### config.mk
export PLATFORM = sky130hd
export DESIGN_NAME = menu_page_gen
export DESIGN_NICKNAME = d
export VERILOG_FILES = /design/src/rtl/menu_page_gen.sv
export SDC_FILE = /design/constraint.sdc
export NUM_CORES = 1
export LEC_CHECK = 0
export BUFFER_PORTS_ARGS = -buffer_cell sky130_fd_sc_hd__buf_2
export CAP_MARGIN = 30
export CORE_MARGIN = 1.5
export CORE_UTILIZATION = 45
export DETAILED_ROUTE_END_ITERATION = 10
export PLACE_DENSITY = 0.64
export SETUP_SLACK_MARGIN = 0.15
export SLEW_MARGIN = 10
export SYNTH_ARGS = -nofsm -noshare
export SYNTH_HDL_FRONTEND = slang
export SYNTH_SLANG_ARGS = --single-unit
### constraint.sdc
create_clock -name clk_25MHz -period 10.65 [get_ports clk_25MHz]
set_clock_uncertainty 0.1 [all_clocks]
set_input_delay 2.13 -clock clk_25MHz [delete_from_list [all_inputs] [get_ports clk_25MHz]]
set_output_delay 2.13 -clock clk_25MHz [all_outputs]
set_load 0.02 [all_outputs]
### src/rtl/menu_page_gen.sv
// ---------------------------------------------------------------------------
// menu_page_gen
//
// Menu page for the 320x240 VGA path. It draws N_ITEMS option rows. Each row
// shows one of N_VALS label sprites, and blinking arrows surround the cursor
// row. The block also owns the cursor and per-item value registers, which are
// driven by pre-debounced button pulses. When the player confirms, it emits a
// one-cycle start pulse.
//
// Build option:
//   MENU_LOCK_DIM_EN - when defined, labels are drawn at half intensity while
//                      LOCKED. Arrows are hidden in LOCKED in either build.
//
// Ports:
//   clk_25MHz, rst          pixel clock, synchronous active-high reset
//   btn_up/down/left/right  single-cycle button pulses (menu navigation)
//   btn_enter               single-cycle pulse: lock + start / unlock
//   h_cnt, v_cnt            current pixel coordinate (pipeline stage 0)
//   label_addr, label_bit   label ROM address out, data back one cycle later
//   arrow_addr, arrow_bit   arrow ROM address out, data back one cycle later
//   pixel                   RGB444, two cycles after h_cnt/v_cnt
//   cursor, item_val        current row, packed values (item i at [2i+1:2i])
//   locked, start           LOCKED state flag, one-cycle confirm pulse
//   dbg_state, dbg_blink    FSM state and blink counter, for observation
//
// Button pulses have no handshake. Each pulse is acted on in the cycle it is
// high, and its effect shows on the registered outputs on the next cycle.
// ---------------------------------------------------------------------------
module menu_page_gen #(
    parameter int          N_ITEMS    = 3,
    parameter int          N_VALS     = 3,
    parameter int          H_CENTER   = 160,
    parameter int          V_TOP      = 138,
    parameter int          ROW_PITCH  = 21,
    parameter int          LABEL_W    = 38,
    parameter int          LABEL_H    = 12,
    parameter int          ARROW_GAP  = 4,
    parameter logic [11:0] SEL_COLOR  = 12'hFF0,
    parameter int          BLINK_BITS = 23
) (
    input  logic                    clk_25MHz,
    input  logic                    rst,
    input  logic                    btn_up,
    input  logic                    btn_down,
    input  logic                    btn_left,
    input  logic                    btn_right,
    input  logic                    btn_enter,
    input  logic [8:0]              h_cnt,
    input  logic [8:0]              v_cnt,
    output logic [16:0]             label_addr,
    input  logic                    label_bit,
    output logic [4:0]              arrow_addr,
    input  logic                    arrow_bit,
    output logic [11:0]             pixel,
    output logic [1:0]              cursor,
    output logic [2*N_ITEMS-1:0]    item_val,
    output logic                    locked,
    output logic                    start,
    output logic                    dbg_state,
    output logic [BLINK_BITS-1:0]   dbg_blink
);

    typedef enum logic {
        ST_MENU   = 1'b0,
        ST_LOCKED = 1'b1
    } state_t;

    localparam logic [1:0]            LAST_ROW  = 2'(N_ITEMS - 1);
    localparam logic [1:0]            LAST_VAL  = 2'(N_VALS - 1);
    localparam logic [BLINK_BITS-1:0] BLINK_ONE = 1;

    // Screen geometry, all in 17-bit unsigned arithmetic.
    localparam logic [16:0] LBL_X0   = 17'(H_CENTER - LABEL_W / 2);
    localparam logic [16:0] LBL_X1   = 17'(H_CENTER + LABEL_W / 2);
    localparam logic [16:0] LARR_X0  = 17'(H_CENTER - LABEL_W / 2 - ARROW_GAP - 4);
    localparam logic [16:0] RARR_X0  = 17'(H_CENTER + LABEL_W / 2 + ARROW_GAP);
    localparam logic [16:0] ARR_DY   = 17'((LABEL_H - 6) / 2);
    localparam logic [16:0] LW       = 17'(LABEL_W);
    localparam logic [16:0] LH       = 17'(LABEL_H);
    localparam logic [16:0] LBL_SIZE = 17'(LABEL_W * LABEL_H);

    state_t                  r_state;
    state_t                  w_state_next;
    logic                    w_edit_en;
    logic                    w_start_next;

    logic [1:0]              r_cursor;
    logic [1:0]              w_cursor_next;
    logic [1:0]              r_val      [N_ITEMS];
    logic [1:0]              w_val_next [N_ITEMS];
    logic                    r_start;
    logic [BLINK_BITS-1:0]   r_blink;

    // ------------------------------------------------------------------
    // FSM: state register
    // ------------------------------------------------------------------
    always_ff @(posedge clk_25MHz) begin
        if (rst) begin
            r_state <= ST_MENU;
        end else begin
            r_state <= w_state_next;
        end
    end

    // FSM: next state. Enter toggles between MENU and LOCKED.
    always_comb begin
        w_state_next = r_state;
        if (btn_enter) begin
            w_state_next = (r_state == ST_MENU) ? ST_LOCKED : ST_MENU;
        end
    end

    // FSM: outputs. Enter takes priority over navigation in the same cycle.
    always_comb begin
        locked       = (r_state == ST_LOCKED);
        dbg_state    = r_state;
        w_edit_en    = (r_state == ST_MENU) && !btn_enter;
        w_start_next = (r_state == ST_MENU) && btn_enter;
    end

    // ------------------------------------------------------------------
    // Cursor and value edits. Value edits target the row under the cursor
    // before this cycle's vertical move. Opposing pulses cancel each other.
    // ------------------------------------------------------------------
    always_comb begin
        w_cursor_next = r_cursor;
        for (int i = 0; i < N_ITEMS; i++) begin
            w_val_next[i] = r_val[i];
        end
        if (w_edit_en) begin
            if (btn_up && !btn_down) begin
                w_cursor_next = (r_cursor == 2'd0) ? LAST_ROW : r_cursor - 2'd1;
            end else if (btn_down && !btn_up) begin
                w_cursor_next = (r_cursor == LAST_ROW) ? 2'd0 : r_cursor + 2'd1;
            end
            for (int i = 0; i < N_ITEMS; i++) begin
                if (r_cursor == 2'(i)) begin
                    if (btn_right && !btn_left) begin
                        w_val_next[i] = (r_val[i] == LAST_VAL) ? 2'd0 : r_val[i] + 2'd1;
                    end else if (btn_left && !btn_right) begin
                        w_val_next[i] = (r_val[i] == 2'd0) ? LAST_VAL : r_val[i] - 2'd1;
                    end
                end
            end
        end
    end

    // The blink counter restarts on every cursor move, so the arrows show
    // up at once at the new row.
    always_ff @(posedge clk_25MHz) begin
        if (rst) begin
            r_cursor <= 2'd0;
            r_start  <= 1'b0;
            r_blink  <= '0;
            for (int i = 0; i < N_ITEMS; i++) begin
                r_val[i] <= 2'd0;
            end
        end else begin
            r_cursor <= w_cursor_next;
            r_start  <= w_start_next;
            r_blink  <= (w_cursor_next != r_cursor) ? '0 : r_blink + BLINK_ONE;
            for (int i = 0; i < N_ITEMS; i++) begin
                r_val[i] <= w_val_next[i];
            end
        end
    end

    always_comb begin
        item_val = '0;
        for (int i = 0; i < N_ITEMS; i++) begin
            item_val[2*i +: 2] = r_val[i];
        end
    end

    assign cursor    = r_cursor;
    assign start     = r_start;
    assign dbg_blink = r_blink;

    // ------------------------------------------------------------------
    // Stage 0: region decode and ROM addressing. Regions never overlap, so
    // the first row that matches wins.
    // ------------------------------------------------------------------
    logic [16:0] w_h;
    logic [16:0] w_v;
    logic [16:0] w_top;
    logic [16:0] w_dx;
    logic [16:0] w_dy;
    logic        w_found;
    logic        w_in_label;
    logic        w_in_arrow;
    logic [1:0]  w_row;
    logic [16:0] w_label_addr;
    logic [4:0]  w_arrow_addr;

    assign w_h = {8'd0, h_cnt};
    assign w_v = {8'd0, v_cnt};

    always_comb begin
        w_top        = '0;
        w_dx         = '0;
        w_dy         = '0;
        w_found      = 1'b0;
        w_in_label   = 1'b0;
        w_in_arrow   = 1'b0;
        w_row        = 2'd0;
        w_label_addr = '0;
        w_arrow_addr = '0;
        for (int r = 0; r < N_ITEMS; r++) begin
            w_top = 17'(V_TOP + r * ROW_PITCH);
            if (!w_found && w_v >= w_top && w_v < w_top + LH &&
                w_h >= LBL_X0 && w_h < LBL_X1) begin
                w_found      = 1'b1;
                w_in_label   = 1'b1;
                w_row        = 2'(r);
                w_dx         = w_h - LBL_X0;
                w_dy         = w_v - w_top;
                w_label_addr = (17'(r * N_VALS) + {15'd0, r_val[r]}) * LBL_SIZE
                               + w_dx + w_dy * LW;
            end else if (!w_found && w_v >= w_top + ARR_DY &&
                         w_v < w_top + ARR_DY + 17'd6) begin
                w_dy = w_v - w_top - ARR_DY;
                if (w_h >= LARR_X0 && w_h < LARR_X0 + 17'd4) begin
                    w_found      = 1'b1;
                    w_in_arrow   = 1'b1;
                    w_row        = 2'(r);
                    w_dx         = w_h - LARR_X0;
                    w_arrow_addr = 5'(w_dx) + {w_dy[2:0], 2'b00};
                end else if (w_h >= RARR_X0 && w_h < RARR_X0 + 17'd4) begin
                    // The right arrow reuses the left sprite, mirrored.
                    w_found      = 1'b1;
                    w_in_arrow   = 1'b1;
                    w_row        = 2'(r);
                    w_dx         = w_h - RARR_X0;
                    w_arrow_addr = (5'd3 - 5'(w_dx)) + {w_dy[2:0], 2'b00};
                end
            end
        end
    end

    assign label_addr = rst ? 17'd0 : w_label_addr;
    assign arrow_addr = rst ? 5'd0  : w_arrow_addr;

    // ------------------------------------------------------------------
    // Stage 1: region flags, registered so they line up with ROM data.
    // ------------------------------------------------------------------
    logic r_s1_label;
    logic r_s1_arrow;
    logic r_s1_cursor;
    logic r_s1_arrow_vis;
`ifdef MENU_LOCK_DIM_EN
    logic r_s1_locked;
`endif

    always_ff @(posedge clk_25MHz) begin
        if (rst) begin
            r_s1_label     <= 1'b0;
            r_s1_arrow     <= 1'b0;
            r_s1_cursor    <= 1'b0;
            r_s1_arrow_vis <= 1'b0;
`ifdef MENU_LOCK_DIM_EN
            r_s1_locked    <= 1'b0;
`endif
        end else begin
            r_s1_label     <= w_in_label;
            r_s1_arrow     <= w_in_arrow;
            r_s1_cursor    <= (w_row == r_cursor);
            r_s1_arrow_vis <= (r_state == ST_MENU) && !r_blink[BLINK_BITS-1];
`ifdef MENU_LOCK_DIM_EN
            r_s1_locked    <= (r_state == ST_LOCKED);
`endif
        end
    end

    // ------------------------------------------------------------------
    // Stage 2: pixel colour. Labels take precedence over arrows.
    // ------------------------------------------------------------------
    logic [11:0] w_label_color;
    logic [11:0] w_pixel_next;
    logic [11:0] r_pixel;

    always_comb begin
        w_label_color = r_s1_cursor ? SEL_COLOR : 12'hFFF;
        w_pixel_next  = 12'h000;
        if (r_s1_label && label_bit) begin
`ifdef MENU_LOCK_DIM_EN
            w_pixel_next = r_s1_locked ? ((w_label_color >> 1) & 12'h777) : w_label_color;
`else
            w_pixel_next = w_label_color;
`endif
        end else if (r_s1_arrow && r_s1_cursor && r_s1_arrow_vis && arrow_bit) begin
            w_pixel_next = SEL_COLOR;
        end
    end

    always_ff @(posedge clk_25MHz) begin
        if (rst) begin
            r_pixel <= 12'h000;
        end else begin
            r_pixel <= w_pixel_next;
        end
    end

    assign pixel = r_pixel;

endmodule

==> flow_metrics.py <==
metrics = {
    "critical_path": {
        "rrSetupSlack_ns": 8.03,
        "critical_path_buf_inv_count": 7,
        "timing.critical_path.from_type": "primary input",
        "worstSetupPathType": "in -> out",
        "critical_path.top_delay_family": "adder cells",
        "worst_r2r_path_depth": 9,
        "rr_endpoint": "dbg_blink[5]$_SDFF_PP0_",
        "slowest_stage": "fa_1",
        "crit_start": "v_cnt[2]",
        "worst_setup_path_endpoint": "label_addr[16]",
        "critPathMaxFanout": 9,
        "critPathRequiredTime_ns": 8.42,
        "crit-reg2reg-launch": "cursor[0]$_SDFF_PP0_",
        "critPathMaxStageDelay_ns": 0.49,
        "worstSetupEndpointType": "output pin",
        "worst-path-stages": 28,
        "cp_data_arrival_time_ns": 7.85,
    },
    "routing": {
        "detailroute.via_count": 8575,
        "route.detailed.wl_per_inst_um": 15.79,
        "vias_per_cell": 5.403,
        "drt_iter0_drc": 564,
        "drt-pass1-iter-count": 5,
        "drt-total-wl_mm": 25.06,
        "number_of_nets_with_antenna_violations_after_detailed_routing": 0,
        "drt_drc_violations_left": 0,
    },
    "final_layout": {
        "drive_above_1_share_pct": 10.21,
        "seqCellArea_sq_um": 780.7,
        "design_area_sq_um": 10440,
        "final.fill_count": 2072,
        "area_growth_pct": 8.686,
        "diodes": 0,
        "final_net_count": 1560,
        "multi_input_comb_area_sq_um": 8041,
    },
    "die": {
        "rows": 53,
        "placeableCoreArea_sq_um": 20960,
        "fp.dieArea_sq_um": 22240,
        "io_pins": 95,
        "chipWidth_um": 149.1,
        "initial_utilization_pct": 45.85,
        "die-height_um": 149.1,
    },
    "pwr": {
        "vdd.ir_drop.worst_mv": 0.08678,
        "power.clock.fraction_pct": 6.9,
        "totalPowerFinal_mw": 2.118,
        "cellLeakagePower_nw": 5.018,
        "power.share.combinational_pct": 85.7,
        "p_int_mw": 1.022,
        "switching_share_pct": 51.77,
        "p_per_area_nw_per_um2": 202.9,
        "switchingPower_mw": 1.097,
        "power.sequential.fraction_pct": 7.4,
    },
    "yosys": {
        "postSynthRegisterBits": 39,
        "synthDistinctLibCells": 74,
        "synthesis.instances": 1238,
        "synth.cell_area_sq_um": 9608,
        "postSynth.topFlopCell": "dfxtp_1",
        "ys_async_sr_fraction_pct": 0,
        "synth_warnings": 0,
        "synthesis.area_per_instance_sq_um": 7.761,
        "synth_nets": 1487,
        "synth_seq_area_share_pct": 8.126,
        "synth_enable_flop_cells": 0,
    },
    "grt": {
        "first_global_vias": 7939,
        "grt_util_met1_pct": 31.65,
        "global_route.usage.met3_pct": 1.804,
        "globalRouteOverflowTotal": 0,
        "wire_length_of_the_first_global_routing_pass_mm": 39.99,
        "grt.total_usage_pct": 22.57,
        "antenna_violations_before_repair": 0,
        "globalRouteMet2Util_pct": 37.62,
        "grt-busiest-layer": "met2",
        "grt_max_degree": 38,
    },
    "cts": {
        "cts-root-to-sink-buffers": 2,
        "number_of_setup_buffers_added_after_cts": 0,
        "cts-htree-levels": 2,
        "clkLatencyLatePin_ns": 0.28,
        "cts_resized": 0,
        "cts.clk_slew.worst_paths_ns": 0.06,
        "numClockSinks": 39,
        "num_cts_buffers": 5,
        "post_cts_hold_buffer_count": 0,
        "tritoncts": "done",
        "clk_root_buffer_cell": "clkbuf_16",
    },
    "timing": {
        "slew_violations": 0,
        "achievable-frequency_mhz": 99.18,
        "transition_time_at_the_pin_with_the_least_slew_margin_ns": 0.9849,
        "final.period_utilization_pct": 94.68,
        "final_setup_vio_count": 0,
        "grt_setup_unrepaired": "no",
        "timing.max_slew.rel_slack_pct": 33.87,
        "final.setup.worst_slack_ns": 0.5668,
        "finalHoldViolCount": 0,
        "totalNegativeSetupSlack_ns": 0,
        "period_minus_slack_ns": 10.08,
    },
    "place": {
        "place_area_sq_um": 10290,
        "worst_slack_after_detailed_placement_ns": 0.5342,
        "place_hpwl_mm": 21.31,
        "gp_congestion": 0.8841,
        "port-buffer-count": 94,
    },
    "min_path": {
        "worst_hold_path_type": "reg -> reg",
        "hold_path.startpoint": "r_s1_cursor$_SDFF_PP0_",
    },
    "run": {
        "number_of_maximum_capacitance_violations": 0,
    },
    "outcome": {
        "run_status": "complete, no violations",
    },
}
-- per-stage QoR --
stage | util [%] | cells | hold slack, ns
after CTS | 49.80 | 1587 | 0.3197
after global placement | 49.12 | 1579 | 0.3162
final | 49.83 | 1587 | 0.3285
after floorplan | - | 1238 | 0.2960
after detailed placement | 49.12 | 1579 | 0.3110
after global routing | 49.83 | 1587 | 0.3539
-- power by group through the flow --
stage | Clock (mW) | Sequential, mW | Combinational [mW]
after floorplan | 0 | 0.162 | 1.43
after CTS | 0.150 | 0.156 | 1.81
after detailed placement | 0 | 0.160 | 1.79
after global routing | 0.156 | 0.157 | 2.04
after global placement | 0 | 0.160 | 1.78
final | 0.147 | 0.156 | 1.82
-- cell families after synthesis --
kind of cell,Yosys count,share of synthesized area [%]
flops,39,8.126
mux,6,0.6511
simple gates,340,16.73
fa+ha+maj,222,32.35
buf+inv,195,8.321
compound gates,258,17.23
xor+xnor,178,16.59
-- metal layers --
layer  wire length, um  part of all wire [%]
met4               454                   1.8
met1             11730                    47
met5                 0                     0
met2             11520                    46
met3              1354                   5.4
-- registers in the layout, indices dropped and copies added, names as in the netlist --
name / count
pixel: 2
r_s1_arrow: 1
r_s1_label: 1
r_val: 6
r_s1_arrow_vis: 1
r_s1_cursor: 1
start: 1
dbg_state: 1
dbg_blink: 23
cursor: 2
-- cell type report --
class / instances / area share [%]
Multi-Input combinational cell: 1004 / 77.01
Sequential cell: 39 / 7.477
Inverter: 157 / 5.643
Timing Repair Buffer: 104 / 5.224
Tap cell: 275 / 3.295
Clock buffer: 6 / 1.234
Clock inverter: 2 / 0.1198
-- synth_stat cells (all sizes together) (26+ instances only) --
master    n  area share, %
nor3     26            1.4
buf      27            1.8
fa       44            9.2
ha      178             23
nand2    83            3.2
dfxtp    39            8.1
nor2    110            4.3
o21ai    52            2.7
a21oi    87            4.6
nand3    26            1.4
xor2     55            5.0
xnor2   121             11
inv     157            6.1
-- worst min-delay path by stage --
stage | to | slack (ns) | cells after the start
after detailed placement | pixel[3]$_SDFF_PP0_ | 0.31 | 1
after floorplan | pixel[3]$_SDFF_PP0_ | 0.30 | 1
after global placement | pixel[3]$_SDFF_PP0_ | 0.32 | 1
after global routing | pixel[3]$_SDFF_PP0_ | 0.35 | 1
final | pixel[3]$_SDFF_PP0_ | 0.33 | 1
after CTS | pixel[3]$_SDFF_PP0_ | 0.32 | 1
-- layout by cell type, fill, tap and decap left out, drive strengths merged, types with 39 or more instances in the layout --
cell type    n
xor2        55
a21oi       87
nor2       110
buf        104
o21ai       52
ha         178
dfxtp       39
inv        157
fa          44
nand2       83
xnor2      121
Power figures use the tool's default switching activity.
